File: config.mk
export PLATFORM = sky130hd
export DESIGN_NAME = pov_pixel_scheduler_flat
export DESIGN_NICKNAME = d
export VERILOG_FILES = /design/src/rtl/pov_pkg.sv /design/src/rtl/pov_pixel_scheduler_if.sv /design/src/rtl/pov_period_divider.sv /design/src/rtl/pov_pixel_scheduler.sv /design/src/flat_wrapper.sv
export SDC_FILE = /design/constraint.sdc
export NUM_CORES = 1
export LEC_CHECK = 0
export CAP_MARGIN = 25
export CORE_AREA = 2 2 125 127
export CTS_BUF_LIST = sky130_fd_sc_hd__clkbuf_16
export DETAILED_ROUTE_END_ITERATION = 6
export DIE_AREA = 0 0 127 129
export PLACE_DENSITY_LB_ADDON = 0.3
export SKIP_CTS_REPAIR_TIMING = 1
export SLEW_MARGIN = 20
export SYNTH_ARGS = -nofsm -noshare
export SYNTH_HDL_FRONTEND = slang
export SYNTH_SLANG_ARGS = --single-unit
File: constraint.sdc
create_clock -name board_clk -period 9.6 [get_ports board_clk]
set_input_delay 2.4 -clock board_clk [delete_from_list [all_inputs] [get_ports board_clk]]
set_output_delay 2.4 -clock board_clk [all_outputs]
set_load 0.005 [all_outputs]
File: src/rtl/pov_pkg.sv
// rtl/pov_pkg.sv - shared state encoding and default timing constants for the POV pixel scheduler
package pov_pkg;

    typedef enum logic [1:0] {
        ST_IDLE    = 2'd0,
        ST_MEASURE = 2'd1,
        ST_RUN     = 2'd2
    } pov_state_t;

    localparam int unsigned POV_PIXELS_PER_REV = 200;
    localparam int unsigned POV_PERIOD_W       = 28;
    localparam int unsigned POV_MIN_PERIOD     = 32'd1000000;
    localparam int unsigned POV_MAX_PERIOD     = 32'd100000000;

endpackage

File: src/rtl/pov_pixel_scheduler_if.sv
// rtl/pov_pixel_scheduler_if.sv - pixel timing bundle from the scheduler to the column renderer
interface pov_pixel_scheduler_if #(
    parameter int unsigned PERIOD_W = 28
);
    logic                pixel_strobe;
    logic [7:0]          column;
    logic                frame_start;
    logic [PERIOD_W-1:0] clocks_per_pixel;
    logic                locked;
    logic                stalled;

    modport master (
        output pixel_strobe, column, frame_start, clocks_per_pixel, locked, stalled
    );

    modport slave (
        input pixel_strobe, column, frame_start, clocks_per_pixel, locked, stalled
    );
endinterface

File: src/rtl/pov_period_divider.sv
// rtl/pov_period_divider.sv - restoring divider, one quotient bit per clock, done pulses PERIOD_W clocks after start
module pov_period_divider #(
    parameter int unsigned PERIOD_W = 28
) (
    input  logic                board_clk,
    input  logic                Reset,
    input  logic                start,
    input  logic [PERIOD_W-1:0] dividend,
    input  logic [7:0]          divisor,
    output logic                done,
    output logic [PERIOD_W-1:0] quotient
);
    localparam int unsigned CW = $clog2(PERIOD_W + 1);

    logic [7:0]    rem;
    logic [CW-1:0] bits_left;
    logic          busy;
    logic [8:0]    trial;

    // Remainder stays below the divisor, so the shifted trial value fits in 9 bits.
    assign trial = {rem, quotient[PERIOD_W-1]};

    always_ff @(posedge board_clk or posedge Reset) begin
        if (Reset) begin
            rem       <= '0;
            quotient  <= '0;
            bits_left <= '0;
            busy      <= 1'b0;
            done      <= 1'b0;
        end else begin
            done <= 1'b0;
            if (start) begin
                rem       <= '0;
                quotient  <= dividend;
                bits_left <= CW'(PERIOD_W);
                busy      <= 1'b1;
            end else if (busy) begin
                if (trial >= {1'b0, divisor}) begin
                    rem      <= 8'(trial - {1'b0, divisor});
                    quotient <= {quotient[PERIOD_W-2:0], 1'b1};
                end else begin
                    rem      <= trial[7:0];
                    quotient <= {quotient[PERIOD_W-2:0], 1'b0};
                end
                bits_left <= bits_left - CW'(1);
                if (bits_left == CW'(1)) begin
                    busy <= 1'b0;
                    done <= 1'b1;
                end
            end
        end
    end
endmodule

File: src/rtl/pov_pixel_scheduler.sv
// rtl/pov_pixel_scheduler.sv - index-period measurement and pixel slot scheduler; POV_PERIOD_AVG_EN averages consecutive periods
module pov_pixel_scheduler
    import pov_pkg::*;
#(
    parameter int unsigned PIXELS_PER_REV = POV_PIXELS_PER_REV,
    parameter int unsigned PERIOD_W       = POV_PERIOD_W,
    parameter int unsigned MIN_PERIOD     = POV_MIN_PERIOD,
    parameter int unsigned MAX_PERIOD     = POV_MAX_PERIOD,
    parameter int unsigned INDEX_ACT_LOW  = 1
) (
    input  logic                  board_clk,
    input  logic                  Reset,
    input  logic                  enable,
    input  logic                  index_in,
    pov_pixel_scheduler_if.master pix
);
    localparam logic [PERIOD_W-1:0] MIN_P    = PERIOD_W'(MIN_PERIOD);
    localparam logic [PERIOD_W-1:0] MAX_P    = PERIOD_W'(MAX_PERIOD);
    localparam logic [7:0]          LAST_COL = 8'(PIXELS_PER_REV - 1);
    localparam logic                IDX_INV  = (INDEX_ACT_LOW != 0);

    pov_state_t          state;
    logic                idx_meta, idx_sync, idx_prev;
    logic                idx_edge, accepted, div_start, div_done;
    logic [PERIOD_W-1:0] period_cnt, period, div_in, div_q, pix_cnt, cpp;
    logic [7:0]          column;
    logic                strobe, frame, locked, stalled;

    // Index is normalised to active-high before the synchroniser so reset idles it at 0.
    always_ff @(posedge board_clk or posedge Reset) begin
        if (Reset) begin
            idx_meta <= 1'b0;
            idx_sync <= 1'b0;
            idx_prev <= 1'b0;
        end else begin
            idx_meta <= index_in ^ IDX_INV;
            idx_sync <= idx_meta;
            idx_prev <= idx_sync;
        end
    end

    assign idx_edge  = idx_sync & ~idx_prev;
    assign accepted  = enable && idx_edge && (state == ST_IDLE || period_cnt >= MIN_P);
    assign period    = period_cnt + PERIOD_W'(1);
    assign div_start = accepted && (state != ST_IDLE);

`ifdef POV_PERIOD_AVG_EN
    logic [PERIOD_W-1:0] prev_period;
    logic [PERIOD_W:0]   period_sum;

    assign period_sum = {1'b0, prev_period} + {1'b0, period};
    assign div_in     = (state == ST_RUN) ? period_sum[PERIOD_W:1] : period;

    always_ff @(posedge board_clk or posedge Reset) begin
        if (Reset)         prev_period <= '0;
        else if (accepted) prev_period <= period;
    end
`else
    assign div_in = period;
`endif

    pov_period_divider #(.PERIOD_W(PERIOD_W)) u_div (
        .board_clk (board_clk),
        .Reset     (Reset),
        .start     (div_start),
        .dividend  (div_in),
        .divisor   (8'(PIXELS_PER_REV)),
        .done      (div_done),
        .quotient  (div_q)
    );

    always_ff @(posedge board_clk or posedge Reset) begin
        if (Reset) begin
            state      <= ST_IDLE;
            period_cnt <= '0;
            pix_cnt    <= '0;
            column     <= '0;
            strobe     <= 1'b0;
            frame      <= 1'b0;
            cpp        <= '0;
            locked     <= 1'b0;
            stalled    <= 1'b0;
        end else begin
            strobe <= 1'b0;
            frame  <= 1'b0;
            if (accepted)                period_cnt <= '0;
            else if (period_cnt != MAX_P) period_cnt <= period_cnt + PERIOD_W'(1);

            if (!enable) begin
                state   <= ST_IDLE;
                locked  <= 1'b0;
                cpp     <= '0;
                column  <= '0;
                pix_cnt <= '0;
            end else begin
                // Results landing outside RUN belong to an abandoned measurement.
                if (div_done && state == ST_RUN) begin
                    cpp    <= (div_q == '0) ? PERIOD_W'(1) : div_q;
                    locked <= 1'b1;
                end
                if (accepted) begin
                    frame   <= 1'b1;
                    strobe  <= locked;
                    stalled <= 1'b0;
                    column  <= '0;
                    pix_cnt <= '0;
                    state   <= (state == ST_IDLE) ? ST_MEASURE : ST_RUN;
                end else if (state != ST_IDLE && period_cnt == MAX_P) begin
                    state   <= ST_IDLE;
                    stalled <= 1'b1;
                    locked  <= 1'b0;
                end else if (state == ST_RUN && locked && column != LAST_COL) begin
                    if (pix_cnt >= cpp - PERIOD_W'(1)) begin
                        pix_cnt <= '0;
                        column  <= column + 8'd1;
                        strobe  <= 1'b1;
                    end else begin
                        pix_cnt <= pix_cnt + PERIOD_W'(1);
                    end
                end
            end
        end
    end

    assign pix.pixel_strobe     = strobe;
    assign pix.column           = column;
    assign pix.frame_start      = frame;
    assign pix.clocks_per_pixel = cpp;
    assign pix.locked           = locked;
    assign pix.stalled          = stalled;
endmodule
File: src/flat_wrapper.sv
// flat-port wrapper written by rule: the top's interface ports become plain ports
module pov_pixel_scheduler_flat import pov_pkg::*;
#(
    parameter int unsigned PIXELS_PER_REV = POV_PIXELS_PER_REV,
    parameter int unsigned PERIOD_W       = POV_PERIOD_W,
    parameter int unsigned MIN_PERIOD     = POV_MIN_PERIOD,
    parameter int unsigned MAX_PERIOD     = POV_MAX_PERIOD,
    parameter int unsigned INDEX_ACT_LOW  = 1
)
  (board_clk, Reset, enable, index_in, pix_pixel_strobe, pix_column, pix_frame_start, pix_clocks_per_pixel, pix_locked, pix_stalled);
  pov_pixel_scheduler_if #(.PERIOD_W(PERIOD_W)) pix_i ();
  input  logic board_clk;
  input  logic Reset;
  input  logic enable;
  input  logic index_in;
  output wire logic [$bits(pix_i.pixel_strobe)-1:0] pix_pixel_strobe;
  output wire logic [$bits(pix_i.column)-1:0] pix_column;
  output wire logic [$bits(pix_i.frame_start)-1:0] pix_frame_start;
  output wire logic [$bits(pix_i.clocks_per_pixel)-1:0] pix_clocks_per_pixel;
  output wire logic [$bits(pix_i.locked)-1:0] pix_locked;
  output wire logic [$bits(pix_i.stalled)-1:0] pix_stalled;
  assign pix_pixel_strobe = pix_i.pixel_strobe;
  assign pix_column = pix_i.column;
  assign pix_frame_start = pix_i.frame_start;
  assign pix_clocks_per_pixel = pix_i.clocks_per_pixel;
  assign pix_locked = pix_i.locked;
  assign pix_stalled = pix_i.stalled;
  pov_pixel_scheduler #(.PIXELS_PER_REV(PIXELS_PER_REV), .PERIOD_W(PERIOD_W), .MIN_PERIOD(MIN_PERIOD), .MAX_PERIOD(MAX_PERIOD), .INDEX_ACT_LOW(INDEX_ACT_LOW)) u_core (.board_clk(board_clk), .Reset(Reset), .enable(enable), .index_in(index_in), .pix(pix_i));
endmodule
==> reports/results.env <==
SYNTH_MOST_COMMON_CELL='sky130_fd_sc_hd__dfrtp_1'
GLOBAL_ROUTE_WIRE_LENGTH_BEFORE_REPAIR_MICRONS=31300
PLACEMENT.IO_BUFFERS=43
VIASPERCELL=5.85
YS_WARN_COUNT=0
FINAL_HOLD_VIOL_COUNT=0
YOSYSSEQAREASHARE=0.445
LAYOUT-DRIVE-GT1-SHARE=0.0526
HTREE_DEPTH=4
BIGGEST_AREA_CONTRIBUTORS_IN_THE_SYNTHESIZED_NETLIST='sky130_fd_sc_hd__dfrtp_1, sky130_fd_sc_hd__ha_1, sky130_fd_sc_hd__nand2_1'
SOURCE_OF_THE_CRITICAL_TIMING_PATH='enable'
SYNTHSIMPLEGATEAREAFRAC=0.252
CLOCK.FMAX_MHz=191
CRITICALPATHCATEGORY='primary input to flip-flop'
POST_SYNTH_FA_HA_MAJ_AREA_FRACTION=0.0556
DRT_FIRST_PASS_ITERS=5
VERTICAL_DIE_DIMENSION_MICRONS=129
SETUP_VIOL_COUNT_FINAL=0
SYN_INST=888
POST_SYNTH_NUM_CELL_TYPES=54
TOP_USAGE_LAYER='met2'
SYNTH-COMPOUND-AREA-SHARE=0.133
CTS_INSERTED_BUFFERS=17
SYNTH-SEQ-CELLS=144
R2R-END='u_core.pix.column[3]$_DFFE_PP0P_'
MAXCAPVIOLATIONS=0
FINAL_NETS=958
CTS_TREE='built'
COREAREA_SQ_UM=15000
NUM_ROWS=45
WORST-ENDPOINT-ARRIVAL_NS=5.58
POSTROUTEANTENNANETS=0
DIE_AREA_SQ_UM=16400
FINAL_SUM_OF_NEGATIVE_SETUP_SLACK_NS=0
ROUTABILITYCONGESTION=0.861
OUTCOME='complete, no violations'
FIN_UTIL=0.616
ANTENNA_FOUND_INITIAL=0
CLOCKROOTBUFFER='sky130_fd_sc_hd__clkbuf_16'
DELAY_OF_THE_SLOWEST_CELL_ON_THE_WORST_PATH_NS=0.91
SYNTH_COMMON_CELLS='sky130_fd_sc_hd__dfrtp_1, sky130_fd_sc_hd__nand2_1, sky130_fd_sc_hd__nor2_1'
SYNTH.NET_COUNT=928
SYNTH_TOP_AREA_SHARE=0.445
FIN_CELLS=1119
N_FILL_CELL=1255
PERIOD_NEEDED_NS=5.22
MIN_PATH_TYPE='flip-flop to flip-flop'
DETAILROUTE.VIA_COUNT=6547
SETUP.WORST_PATH.END_CLASS='flip-flop'
FINAL.PERIOD_UTILIZATION=0.544
REGTOREGSETUPSLACK_NS=4.46
CLOCK_INSERTION_DELAY_WORST_SKEW_NS=0.43
CRITPATHLAUNCHTYPE='primary input'
CRITICAL_PATH.MAX_FANOUT=33
PLACED_CELLS_INCL_TAPS=1087
RSZ0062_AT_GRT='false'
CLK_PATH_BUF_DEPTH=2
FIN_MAX_SLEW_VIOS=0
SYN_AREA_PER_CELL_SQ_UM=9.13
IO-PIN-COUNT=44
SYNTH-EDFF-COUNT=0
DIE_W_MICRONS=127
CRITICAL-PATH-SLOWEST-CELL='sky130_fd_sc_hd__clkdlybuf4s50_1'
RELSLEWSLACK=0.340
GRT.OVERFLOW.TOTAL=0
MET3_GRT_UTIL=0.0491
MAXIMUM_NUMBER_OF_PINS_ON_ONE_NET_BEFORE_GLOBAL_ROUTE_REPAIR=88
ANTENNA-DIODE-COUNT=0
DRT_FIRST_ITER_VIOLATIONS=492
SYNTH-XOR-AREA-SHARE=0.0638
DRCVIOLATIONCOUNT=0
START_UTIL=0.541
MUXSHAREOFSYNTHAREA=0.0210
VIA_COUNT_OF_THE_FIRST_GLOBAL_ROUTING_PASS=6252
SYNTH-ASYNC-RESET-RATIO=1.00
ESTIMATED_WIRELENGTH_OF_THE_DETAIL_PLACED_DESIGN_MICRONS=12900
WORST_PIN_SLEW_NS=0.984
PATH_CELLS='clkdlybuf4s50_1, nand3b_1, a41oi_2, nand2b_1, buf_4, nor4_4, or3b_1, nand3_1'
SYNTH_TOP_FAMILY_BY_AREA='simple AND/OR/NAND/NOR gates'
DESIGN_POWER_TOTAL_mW=1.81
POST-SYNTH-TOP-AREA-CELL='sky130_fd_sc_hd__dfrtp_1'
FINCLKSKEW_NS=0.0102
LEAKAGE_nW=4.08
WORST_R2R_STARTPOINT='u_core.pix.clocks_per_pixel[5]$_DFFE_PP0P_'
WORST_R2R_PATH_CELLS=14
MET1_USAGE=0.329
AREA.GROWTH.SYNTH_TO_FINAL_PCT=13.8
GROUTE.USAGE.OVERALL=0.239
SYNTH_AREA_SQ_UM=8100
MOST_USED_FLIP_FLOP_CELL_AFTER_SYNTHESIS='sky130_fd_sc_hd__dfrtp_1'
CTS_NUM_SINKS=144
POWER.DENSITY_CELL_AREA_nW_PER_UM2=196
ENDPOINT='u_core.pix_cnt[23]$_DFFE_PP0P_'
VDD_DROP_MAX_mV=0.236
CRITICAL_PATH_REQUIRED_NS=9.96
CLKSLEWWORSTSETUPHOLDPATHS_NS=0.06
ROUTE.DETAILED.WL_PER_INST_MICRONS=16.4
WL_MICRONS=18400
GRTUSAGEMET2=0.383
==> registers in the layout (all words and copies together) (netlist names) <==
name	flops
u_core.idx_meta	1
u_core.idx_prev	1
u_core.idx_sync	1
u_core.period_cnt	28
u_core.pix.clocks_per_pixel	28
u_core.pix.column	8
u_core.pix.frame_start	1
u_core.pix.locked	1
u_core.pix.pixel_strobe	1
u_core.pix.stalled	1
u_core.pix_cnt	28
u_core.state	2
u_core.u_div.bits_left	5
u_core.u_div.busy	1
u_core.u_div.done	1
u_core.u_div.quotient	28
u_core.u_div.rem	8
==> final cells by class <==
type	instances	area [sq um]	area share
Clock buffer	17	425	0.0461
Clock inverter	15	131	0.0142
Multi-Input combinational cell	685	4280	0.464
Tap cell	188	235	0.0255
Timing Repair Buffer	47	460	0.0499
Sequential cell	144	3600	0.391
Inverter	23	91.3	0.00990
==> layout by cell type (no fill, tap or decap), drive strengths merged, types with 2 or more instances in the layout <==
cell / synthesis / layout
a211oi: 29 / 29
a21boi: 27 / 27
a21o: 6 / 6
a21oi: 57 / 57
a22o: 4 / 4
a31oi: 8 / 8
a41oi: 2 / 2
and2: 5 / 5
and3: 10 / 10
and4: 10 / 10
and4bb: 2 / 2
buf: 9 / 4
clkbuf: 27 / 17
clkdlybuf4s50: 0 / 43
clkinv: 0 / 5
clkinvlp: 0 / 3
dfrtp: 144 / 144
ha: 36 / 36
inv: 23 / 29
mux2i: 17 / 17
nand2: 120 / 120
nand2b: 2 / 2
nand3: 57 / 57
nand3b: 4 / 4
nand4: 16 / 16
nor2: 76 / 76
nor2b: 31 / 31
nor3: 20 / 20
nor4: 18 / 18
nor4b: 3 / 3
o21a: 3 / 3
o21ai: 24 / 24
o31ai: 2 / 2
or2: 7 / 7
or3: 6 / 6
or3b: 4 / 4
or4: 9 / 9
xnor2: 29 / 29
xor2: 30 / 30
==> where the power goes <==
group	leakage, nW	internal, mW	switching [mW]
logic	1.89	0.165	0.187
clock network	0.266	0.358	0.271
registers	1.92	0.706	0.122
total	4.08	1.23	0.580
==> worst min-delay path by stage <==
stage | startpoint | endpoint | slack [ns] | cells after the start
2_1_floorplan | u_core.idx_meta$_DFF_PP0_ | u_core.idx_sync$_DFF_PP0_ | 0.33 | 0
3_3_place_gp | u_core.idx_meta$_DFF_PP0_ | u_core.idx_sync$_DFF_PP0_ | 0.34 | 0
3_5_place_dp | u_core.idx_meta$_DFF_PP0_ | u_core.idx_sync$_DFF_PP0_ | 0.33 | 0
4_1_cts | u_core.idx_meta$_DFF_PP0_ | u_core.idx_sync$_DFF_PP0_ | 0.35 | 0
5_1_grt | u_core.idx_meta$_DFF_PP0_ | u_core.idx_sync$_DFF_PP0_ | 0.38 | 0
6_report | u_core.idx_meta$_DFF_PP0_ | u_core.idx_sync$_DFF_PP0_ | 0.35 | 0
==> metrics by stage <==
step                      hold WS (ns)  worst slack [ns]  cell area, sq um
after detailed placement         0.335              3.99              8670
after CTS                        0.349              4.43              9220
after floorplan                  0.331              3.33              8100
final                            0.348              4.38              9230
after global routing             0.376              4.18              9230
after global placement           0.336              4.10              8660
==> cell families (layout without fill, tap and decap cells) <==
group / count (synthesis) / count (layout)
AND/OR/NAND/NOR: 404 / 404
AO/OA/AOI/OAI: 169 / 169
adder cells (fa/ha/maj): 36 / 36
XOR/XNOR: 59 / 59
flip-flops: 144 / 144
multiplexers: 17 / 17
buffers and inverters: 59 / 102
==> metal layers <==
| metal | vias up | share of wire |
|---|---|---|
| met1 | 3143 | 0.47 |
| li1 | 3246 | - |
| met4 | 0 | 0.017 |
| met2 | 132 | 0.48 |
| met3 | 26 | 0.033 |
| met5 | - | 0 |
==> worst max-delay path: cells and delay by family <==
kind | cells | cell delay (ns)
buffers and inverters | 2 | 1.16
AOI/OAI and AO/OA | 1 | 0.07
and+or+nand+nor | 5 | 1.94
(Power assumes the default switching activity.)
